### src/rtl/clip_selector_pkg.sv
// Shared types and helpers for the clip selector control stage.
package clip_pkg;

  // Default number of clip slots; the index type allows up to 15.
  localparam int unsigned DEFAULT_NUM_CLIPS = 10;

  typedef logic [3:0] clip_idx_t;

  // Index value shown blank by the seven-segment driver.
  localparam clip_idx_t CLIP_NONE = 4'hF;

  typedef enum logic [1:0] {
    IDLE   = 2'd0,
    RECORD = 2'd1,
    PLAY   = 2'd2
  } clip_state_t;

  // Step the selection forward, wrapping from the last slot to slot 0.
  function automatic clip_idx_t idx_inc(input clip_idx_t idx, input int unsigned num);
    return (idx == clip_idx_t'(num - 1)) ? clip_idx_t'(0) : idx + 4'd1;
  endfunction

  // Step the selection backward, wrapping from slot 0 to the last slot.
  function automatic clip_idx_t idx_dec(input clip_idx_t idx, input int unsigned num);
    return (idx == clip_idx_t'(0)) ? clip_idx_t'(num - 1) : idx - 4'd1;
  endfunction

endpackage

### src/rtl/clip_selector_debounce.sv
// Button conditioner: two-flop synchroniser, stability counter and rising
// edge detector. A clean raw rise yields a one-cycle press pulse exactly
// 2 + DEBOUNCE_CYCLES clock edges later.
module button_debounce #(
  parameter int unsigned DEBOUNCE_CYCLES = 1000000
) (
  input  logic clock_i,
  input  logic reset_i,
  input  logic raw,
  output logic press
);

  localparam int unsigned CNT_W = (DEBOUNCE_CYCLES > 1) ? $clog2(DEBOUNCE_CYCLES) : 1;
  localparam logic [CNT_W-1:0] CNT_LAST = CNT_W'(DEBOUNCE_CYCLES - 1);

  logic [1:0]       sync_q;
  logic [CNT_W-1:0] cnt_q;
  logic             level_q;
  logic             press_q;

  // Bring the asynchronous button level into the clock domain.
  always_ff @(posedge clock_i or negedge reset_i) begin
    if (!reset_i) begin
      sync_q <= 2'b00;
    end else begin
      sync_q <= {sync_q[0], raw};
    end
  end

  // Count edges the synchronised level differs from the accepted level; any
  // return to the accepted level restarts the count, so bounces never finish.
  always_ff @(posedge clock_i or negedge reset_i) begin
    if (!reset_i) begin
      cnt_q   <= '0;
      level_q <= 1'b0;
      press_q <= 1'b0;
    end else if (sync_q[1] == level_q) begin
      cnt_q   <= '0;
      press_q <= 1'b0;
    end else if (cnt_q == CNT_LAST) begin
      cnt_q   <= '0;
      level_q <= sync_q[1];
      press_q <= sync_q[1];
    end else begin
      cnt_q   <= cnt_q + CNT_W'(1);
      press_q <= 1'b0;
    end
  end

  assign press = press_q;

endmodule

### src/rtl/clip_selector.sv
// Clip selector: debounces four buttons, keeps the selected clip and runs
// the idle/record/play state machine that drives the audio datapath.
// Optional macro CLIP_AUTO_ADVANCE_EN: when defined, the selection advances
// by one slot (with wrap) every time RECORD is left.
module clip_selector
  import clip_pkg::*;
#(
  parameter int unsigned NUM_CLIPS       = DEFAULT_NUM_CLIPS,
  parameter int unsigned DEBOUNCE_CYCLES = 1000000
) (
  input  logic                 clock_i,
  input  logic                 reset_i,
  input  logic                 btn_next_i,
  input  logic                 btn_prev_i,
  input  logic                 btn_record_i,
  input  logic                 btn_play_i,
  input  logic                 rec_done_i,
  input  logic                 play_done_i,
  output logic                 record_start_o,
  output logic                 play_start_o,
  output logic                 stop_o,
  output logic                 busy_o,
  output logic [3:0]           record_clip_o,
  output logic [3:0]           play_clip_o,
  output logic [NUM_CLIPS-1:0] clip_valid_o
);

  logic next_p, prev_p, rec_p, play_p;

  button_debounce #(.DEBOUNCE_CYCLES(DEBOUNCE_CYCLES)) u_next (
    .clock_i (clock_i), .reset_i (reset_i), .raw (btn_next_i),   .press (next_p)
  );
  button_debounce #(.DEBOUNCE_CYCLES(DEBOUNCE_CYCLES)) u_prev (
    .clock_i (clock_i), .reset_i (reset_i), .raw (btn_prev_i),   .press (prev_p)
  );
  button_debounce #(.DEBOUNCE_CYCLES(DEBOUNCE_CYCLES)) u_record (
    .clock_i (clock_i), .reset_i (reset_i), .raw (btn_record_i), .press (rec_p)
  );
  button_debounce #(.DEBOUNCE_CYCLES(DEBOUNCE_CYCLES)) u_play (
    .clock_i (clock_i), .reset_i (reset_i), .raw (btn_play_i),   .press (play_p)
  );

  clip_state_t          state_q, state_nxt;
  clip_idx_t            sel_q, sel_nxt;
  clip_idx_t            play_clip_q, play_clip_nxt;
  logic [NUM_CLIPS-1:0] valid_q, valid_nxt;
  logic                 rec_start_q, rec_start_nxt;
  logic                 play_start_q, play_start_nxt;
  logic                 stop_q, stop_nxt;
  logic                 busy_q;
  logic [NUM_CLIPS-1:0] sel_mask;
  logic                 sel_valid;

  assign sel_mask  = NUM_CLIPS'(1) << sel_q;
  assign sel_valid = |(valid_q & sel_mask);

  // Register the controller state and every output so all outputs change
  // one cycle after the press pulse that caused them.
  always_ff @(posedge clock_i or negedge reset_i) begin
    if (!reset_i) begin
      state_q      <= IDLE;
      sel_q        <= '0;
      play_clip_q  <= CLIP_NONE;
      valid_q      <= '0;
      rec_start_q  <= 1'b0;
      play_start_q <= 1'b0;
      stop_q       <= 1'b0;
      busy_q       <= 1'b0;
    end else begin
      state_q      <= state_nxt;
      sel_q        <= sel_nxt;
      play_clip_q  <= play_clip_nxt;
      valid_q      <= valid_nxt;
      rec_start_q  <= rec_start_nxt;
      play_start_q <= play_start_nxt;
      stop_q       <= stop_nxt;
      busy_q       <= (state_nxt != IDLE);
    end
  end

  // Next-state logic: record beats play beats navigation, and a done pulse
  // beats an abort press so no stop is issued for a finished transfer.
  always_comb begin
    state_nxt      = state_q;
    sel_nxt        = sel_q;
    play_clip_nxt  = play_clip_q;
    valid_nxt      = valid_q;
    rec_start_nxt  = 1'b0;
    play_start_nxt = 1'b0;
    stop_nxt       = 1'b0;
    case (state_q)
      IDLE: begin
        if (rec_p) begin
          rec_start_nxt = 1'b1;
          state_nxt     = RECORD;
        end else if (play_p) begin
          if (sel_valid) begin
            play_start_nxt = 1'b1;
            play_clip_nxt  = sel_q;
            state_nxt      = PLAY;
          end
        end else if (next_p && !prev_p) begin
          sel_nxt = idx_inc(sel_q, NUM_CLIPS);
        end else if (prev_p && !next_p) begin
          sel_nxt = idx_dec(sel_q, NUM_CLIPS);
        end
      end
      RECORD: begin
        if (rec_done_i || rec_p) begin
          valid_nxt = valid_q | sel_mask;
          stop_nxt  = rec_p && !rec_done_i;
          state_nxt = IDLE;
`ifdef CLIP_AUTO_ADVANCE_EN
          sel_nxt   = idx_inc(sel_q, NUM_CLIPS);
`else
          sel_nxt   = sel_q;
`endif
        end
      end
      PLAY: begin
        if (play_done_i || play_p) begin
          stop_nxt      = play_p && !play_done_i;
          play_clip_nxt = CLIP_NONE;
          state_nxt     = IDLE;
        end
      end
      default: begin
        state_nxt     = IDLE;
        play_clip_nxt = CLIP_NONE;
      end
    endcase
  end

  assign record_start_o = rec_start_q;
  assign play_start_o   = play_start_q;
  assign stop_o         = stop_q;
  assign busy_o         = busy_q;
  assign record_clip_o  = sel_q;
  assign play_clip_o    = play_clip_q;
  assign clip_valid_o   = valid_q;

endmodule

### config.mk
export PLATFORM = sky130hd
export DESIGN_NAME = clip_selector
export DESIGN_NICKNAME = d
export VERILOG_FILES = /design/src/rtl/clip_selector_pkg.sv /design/src/rtl/clip_selector_debounce.sv /design/src/rtl/clip_selector.sv
export SDC_FILE = /design/constraint.sdc
export NUM_CORES = 1
export LEC_CHECK = 0
export ABC_AREA = 1
export CORE_AREA = 8 8 103 198
export DETAILED_ROUTE_END_ITERATION = 8
export DIE_AREA = 0 0 111 206
export PLACE_DENSITY_LB_ADDON = 0.1
export SLEW_MARGIN = 20
export SYNTH_ARGS = -nofsm -noshare
export SYNTH_HDL_FRONTEND = slang
export SYNTH_SLANG_ARGS = --single-unit
### constraint.sdc
create_clock -name clock_i -period 2.8 [get_ports clock_i]
set_input_delay 0.56 -clock clock_i [delete_from_list [all_inputs] [get_ports clock_i]]
set_output_delay 0.56 -clock clock_i [all_outputs]
set_load 0.1 [all_outputs]
Word-level counts from Yosys, hierarchy flattened
Cells that the tools add are included.
Operators by class
  shift operators: 1
  bitwise logic cells: 9
  equality and inequality tests: 15
  multiplexer cells: 40
  reductions and logical operators: 22
  add/subtract/negate cells: 6
Operator list (number)
  $mux W20: 8
  $add A20 B1 Y20 const B: 4
  $eq A20 B20 Y1 const B: 4
  $mux W4: 8
  $mux W1: 16
  $pmux W4 S3: 1
  $and A10 B10 Y10: 1
  $mux W2: 5
  $or A10 B10 Y10: 1
  $reduce_and A2 Y1: 5
  $reduce_or A10 Y1: 1
  $shl A1 B4 Y10 const A: 1
  $not A1 Y1: 7
  $ne A2 B2 Y1 const B: 3
  $pmux W2 S3: 1
  $reduce_and A5 Y1: 1
  $add A4 B1 Y4 const B: 1
  $eq A1 B1 Y1: 4
  $eq A4 B4 Y1 const B: 1
  $logic_and A1 B1 Y1: 4
  $logic_not A1 Y1: 4
  $logic_not A4 Y1: 1
  $reduce_and A4 Y1: 1
  $reduce_bool A2 Y1: 2
  7 further kinds: 8
Word-level totals
  logic and storage cells: 117
  register bits after elaboration: 120
  output and inout bits: 22
  bits of input ports: 8

Logic depth before layout (Yosys ltp)
  depth after elaboration: 8
  gate-level depth with buffers: 12
  mapped depth without buffers: 12

Hierarchy
From an unflattened synthesis, not the netlist that was laid out.
Second synthesis, totals
  cell total of the unflattened synthesis: 834
  area, all modules: 6951.7 µm²
By module, submodules not included
  button_debounce: seq. area each 600.6 µm², area an instance 1395.1 µm², cells each 167, instances 4
  clip_selector: seq. area each 605.6 µm², area an instance 1371.3 µm², cells each 166, instances 1

Least setup slack after synthesis
No wires, ideal clock.
  path type: register to register
  from: reg sel_q[0], in the netlist record_clip_o[0]
  to: reg busy_q, in the netlist busy_o
  period minus slack after synthesis: 2152 ps
  cell stages (with the launch flop): 13
  arrival time: 2035 ps
  library setup time: 118 ps
  data required time: 2682 ps
  slack: 648 ps
  path buffers: 0
  path through: dfrtp_1 > nand2_1 > inv_1 > ha_1 > nand3_1 > nand2_1 > nor2_2 > nand3_2 > nand2_2 > nand2_1 > nand2_1 > nand2_1 > nand2_1
On the way
  cells in the longest elaborated chain, start to end: 8
Ends and longest elaborated chain
  start: declaration: RTL line clip_selector.sv:44  | clip_idx_t sel_q, sel_nxt;
  start signal: assignment: RTL line clip_selector.sv:71  | sel_q <= sel_nxt;
  $shl A1 B4 Y10: RTL line clip_selector.sv:54  | assign sel_mask = NUM_CLIPS'(1) << sel_q;
  $and A10 B10 Y10: RTL line clip_selector.sv:55  | assign sel_valid = |(valid_q & sel_mask);
  $reduce_or A10 Y1: RTL line clip_selector.sv:55
  $mux W2: RTL line clip_selector.sv:97  | if (sel_valid) begin
  $mux W2: RTL line clip_selector.sv:96  | end else if (play_p) begin
  $mux W2: RTL line clip_selector.sv:93  | if (rec_p) begin
  $pmux W2 S3: RTL line clip_selector.sv:91  | case (state_q)
  $reduce_bool A2 Y1: RTL line clip_selector.sv:77  | busy_q <= (state_nxt != IDLE);
  end signal: assignment: RTL line clip_selector.sv:77
  end: declaration: RTL line clip_selector.sv:50  | logic busy_q;
No other way between the ends.
A chain may end at the register's enable or synchronous reset.

Worst setup path after layout
  from: reg state_q[0]
  to: reg sel_q[2], in the netlist record_clip_o[2]
On the way
  cells in the longest elaborated chain, start to end: 2
Ends and longest elaborated chain
  start: declaration: RTL line clip_selector.sv:43  | clip_state_t state_q, state_nxt;
  start signal: assignment: RTL line clip_selector.sv:70  | state_q <= state_nxt;
  $logic_not A2 Y1: RTL line clip_selector.sv:91
  $reduce_and A4 Y1 (no source line)
No other way between the ends.

==> metrics.txt <==
status=completed; CTS H-tree depth=4; sequential fraction of the synthesis area=49.53%; non-filler cells, final=969; crit-path max FO=8; Worst-Skew Late Latency=410 ps; vias in the first global route=4951; via count=4637; routability cong.=0.8405; worst flop-to-flop path endpoint=record_clip_o[2]; syn_nets=717; placed cell area=6585 µm²; Total Wirelength=13.64 mm; most frequent cells in the layout=nand2_1, dfrtp_1, nor2_1, inv_1, nand3_1; total gr overflow=0; number of synthesized register bits=120; cell area after synthesis=6073 µm²; Final Slew Violations=0; Worst R2R Start=state_q[0]; core occupancy in the finished layout=40.94%; R2R depth=6; Worst-path clk slew=60 ps; RSZ-0062 raised after global routing=no; die extent in x=111 µm; Critical Path AT=2180 ps; Ys Warns=0; per-cell routed wire length=14.08 µm; worst slew pin tran=631.4 ps; number of diodes=0; share of layout cells above drive strength 1=18.65%; hold_buf cts=0; fillers=1733; R2R setup slack=920 ps; crit path capture type=flip-flop; CP required=3100 ps; CTS tree=done; Hold WC Path Type=primary input to async pin; number of antenna violations at the first check in global routing=0; placement row count=69; port bufs=29; syn_area_per_cell=8.701 µm²; minimum clock period=1882 ps; final worst path period share=67.22%; die area=22870 µm²; final hold vios=0; Clock Tree Root=clkbuf_16; Post-CTS Repair Setup Buffers=0; # DRC=0; Post-CTS Resized=0; top_reg_cell synth=dfrtp_1; Place WS=902.3 ps; area of the core=17700 µm²; die span in y=206 µm; Setup TNS Final=0 ps; Syn-to-layout area delta=19.30%; drt first-iter violations=171; vias per std cell=4.785; Initial Utilization=34.32%; Ports=30; Fmax=0.5313 GHz; hpwl dp=10.37 mm; skew final=9.370 ps; # setup viols final=0; clock sink count=120; commonest non-fill, non-tap cell in the layout=nand2_1; cts bufs inserted=17; design area=7246 µm²; Layout Nets=762; power per cell area=595.5 nW/µm²; global-route wire length before repair=23.08 mm; maximum vdd drop=0.3763 mV; Netlist cell types=42; maximum capacitance violations=0; Rel. slew slack=57.91%; overall global routing resource usage=12.52%; asr flop ratio synth=100.0%; largest net degree at the start of global routing=46; maximum clock path buffer count=2; final setup margin=917.8 ps; Post-DRT Antenna Nets=0; post-synthesis cell count=698; Post-synth EDFFs=0; Crit Path Category=flip-flop to flip-flop; total leakage power=3.428 nW; first drt pass iteration count=4; critical path launch point type=flip-flop; Placed Instances=937
==> layer usage <==
layer | up-vias | wire, µm | track usage (%)
met1 | 2246 | 4966 | 11.05
met4 | 0 | 257 | 6.702
met5 | - | 0 | 0
li1 | 2323 | - | -
met3 | 16 | 326 | 2.296
met2 | 52 | 8091 | 25.57
==> through the flow <==
step	power (mW)	hold WS, ps
after CTS	4.390	188.1
after detailed placement	1.916	337.0
after floorplan	1.845	264.4
after global placement	1.914	334.3
final	4.315	160.1
after global routing	4.471	217.5
==> worst max-delay path, stage by stage (launching register included) <==
cell and delay (ps):
dfrtp_1 410, inv_1 90, ha_1 370, nand2_1 140
nor3_2 360, o21ai_0 160, a22o_1 250
==> report_power, final <==
group	switching, mW	internal [mW]
clock	0.825	1.61
combinational	0.0749	0.0340
sequential	0.0151	1.76
total	0.915	3.40
==> state kept, by name, indices dropped and copies added (netlist names), 2 cells and up <==
| register | count |
|---|---|
| u_play.cnt_q | 20 |
| record_clip_o | 4 |
| u_prev.sync_q | 2 |
| u_prev.cnt_q | 20 |
| u_next.cnt_q | 20 |
| clip_valid_o | 10 |
| play_clip_o | 4 |
| state_q | 2 |
| u_record.sync_q | 2 |
| u_next.sync_q | 2 |
| u_play.sync_q | 2 |
| u_record.cnt_q | 20 |
==> how the worst max path moves through the flow <==
stage,end,depth (start not counted),slack [ps],from
2_1_floorplan,busy_o,12,650,record_clip_o[0]
3_3_place_gp,busy_o,7,910,rec_done_i
3_5_place_dp,busy_o,7,900,rec_done_i
4_1_cts,record_clip_o[2],6,890,state_q[0]
5_1_grt,record_clip_o[2],6,700,state_q[0]
6_report,record_clip_o[2],6,920,state_q[0]
==> Yosys cell counts (all sizes together), types with 2 or more instances <==
library cell / count / area share [%]
nor2: 129 / 9.1
nor3: 31 / 3.6
nand2: 138 / 9.4
o21bai: 9 / 1.1
o21ai: 12 / 0.99
nor4: 5 / 0.62
buf: 6 / 0.58
inv: 91 / 5.6
nand3: 49 / 4.9
xor2: 30 / 4.3
nor3b: 6 / 1.1
xnor2: 12 / 1.7
nand4: 19 / 2.2
a41oi: 2 / 0.29
dfstp: 4 / 1.7
a31oi: 3 / 0.31
a21oi: 14 / 1.2
and3: 2 / 0.21
ha: 11 / 2.3
dfrtp: 116 / 48
==> area by class of cell <==
type | instances | area, µm² | area share [%]
Clock inverter | 14 | 221.5 | 3.056
Multi-Input combinational cell | 481 | 2689 | 37.11
Tap cell | 213 | 266.5 | 3.678
Clock buffer | 18 | 439.2 | 6.061
Sequential cell | 120 | 3008 | 41.51
Inverter | 91 | 341.6 | 4.714
Timing Repair Buffer | 32 | 280.3 | 3.868
==> logic make-up (layout without fill, tap and decap cells) <==
logic type / Yosys count / in the layout / share of synthesized area (%)
AND/OR/NAND/NOR: 381 / 381 / 31.19
flip-flops: 120 / 120 / 49.53
buffers and inverters: 97 / 155 / 6.201
AO/OA/AOI/OAI: 47 / 47 / 4.759
XOR/XNOR: 42 / 42 / 6.057
adder cells (fa/ha/maj): 11 / 11 / 2.266
Note: power is estimated with default switching activity, not from simulation.
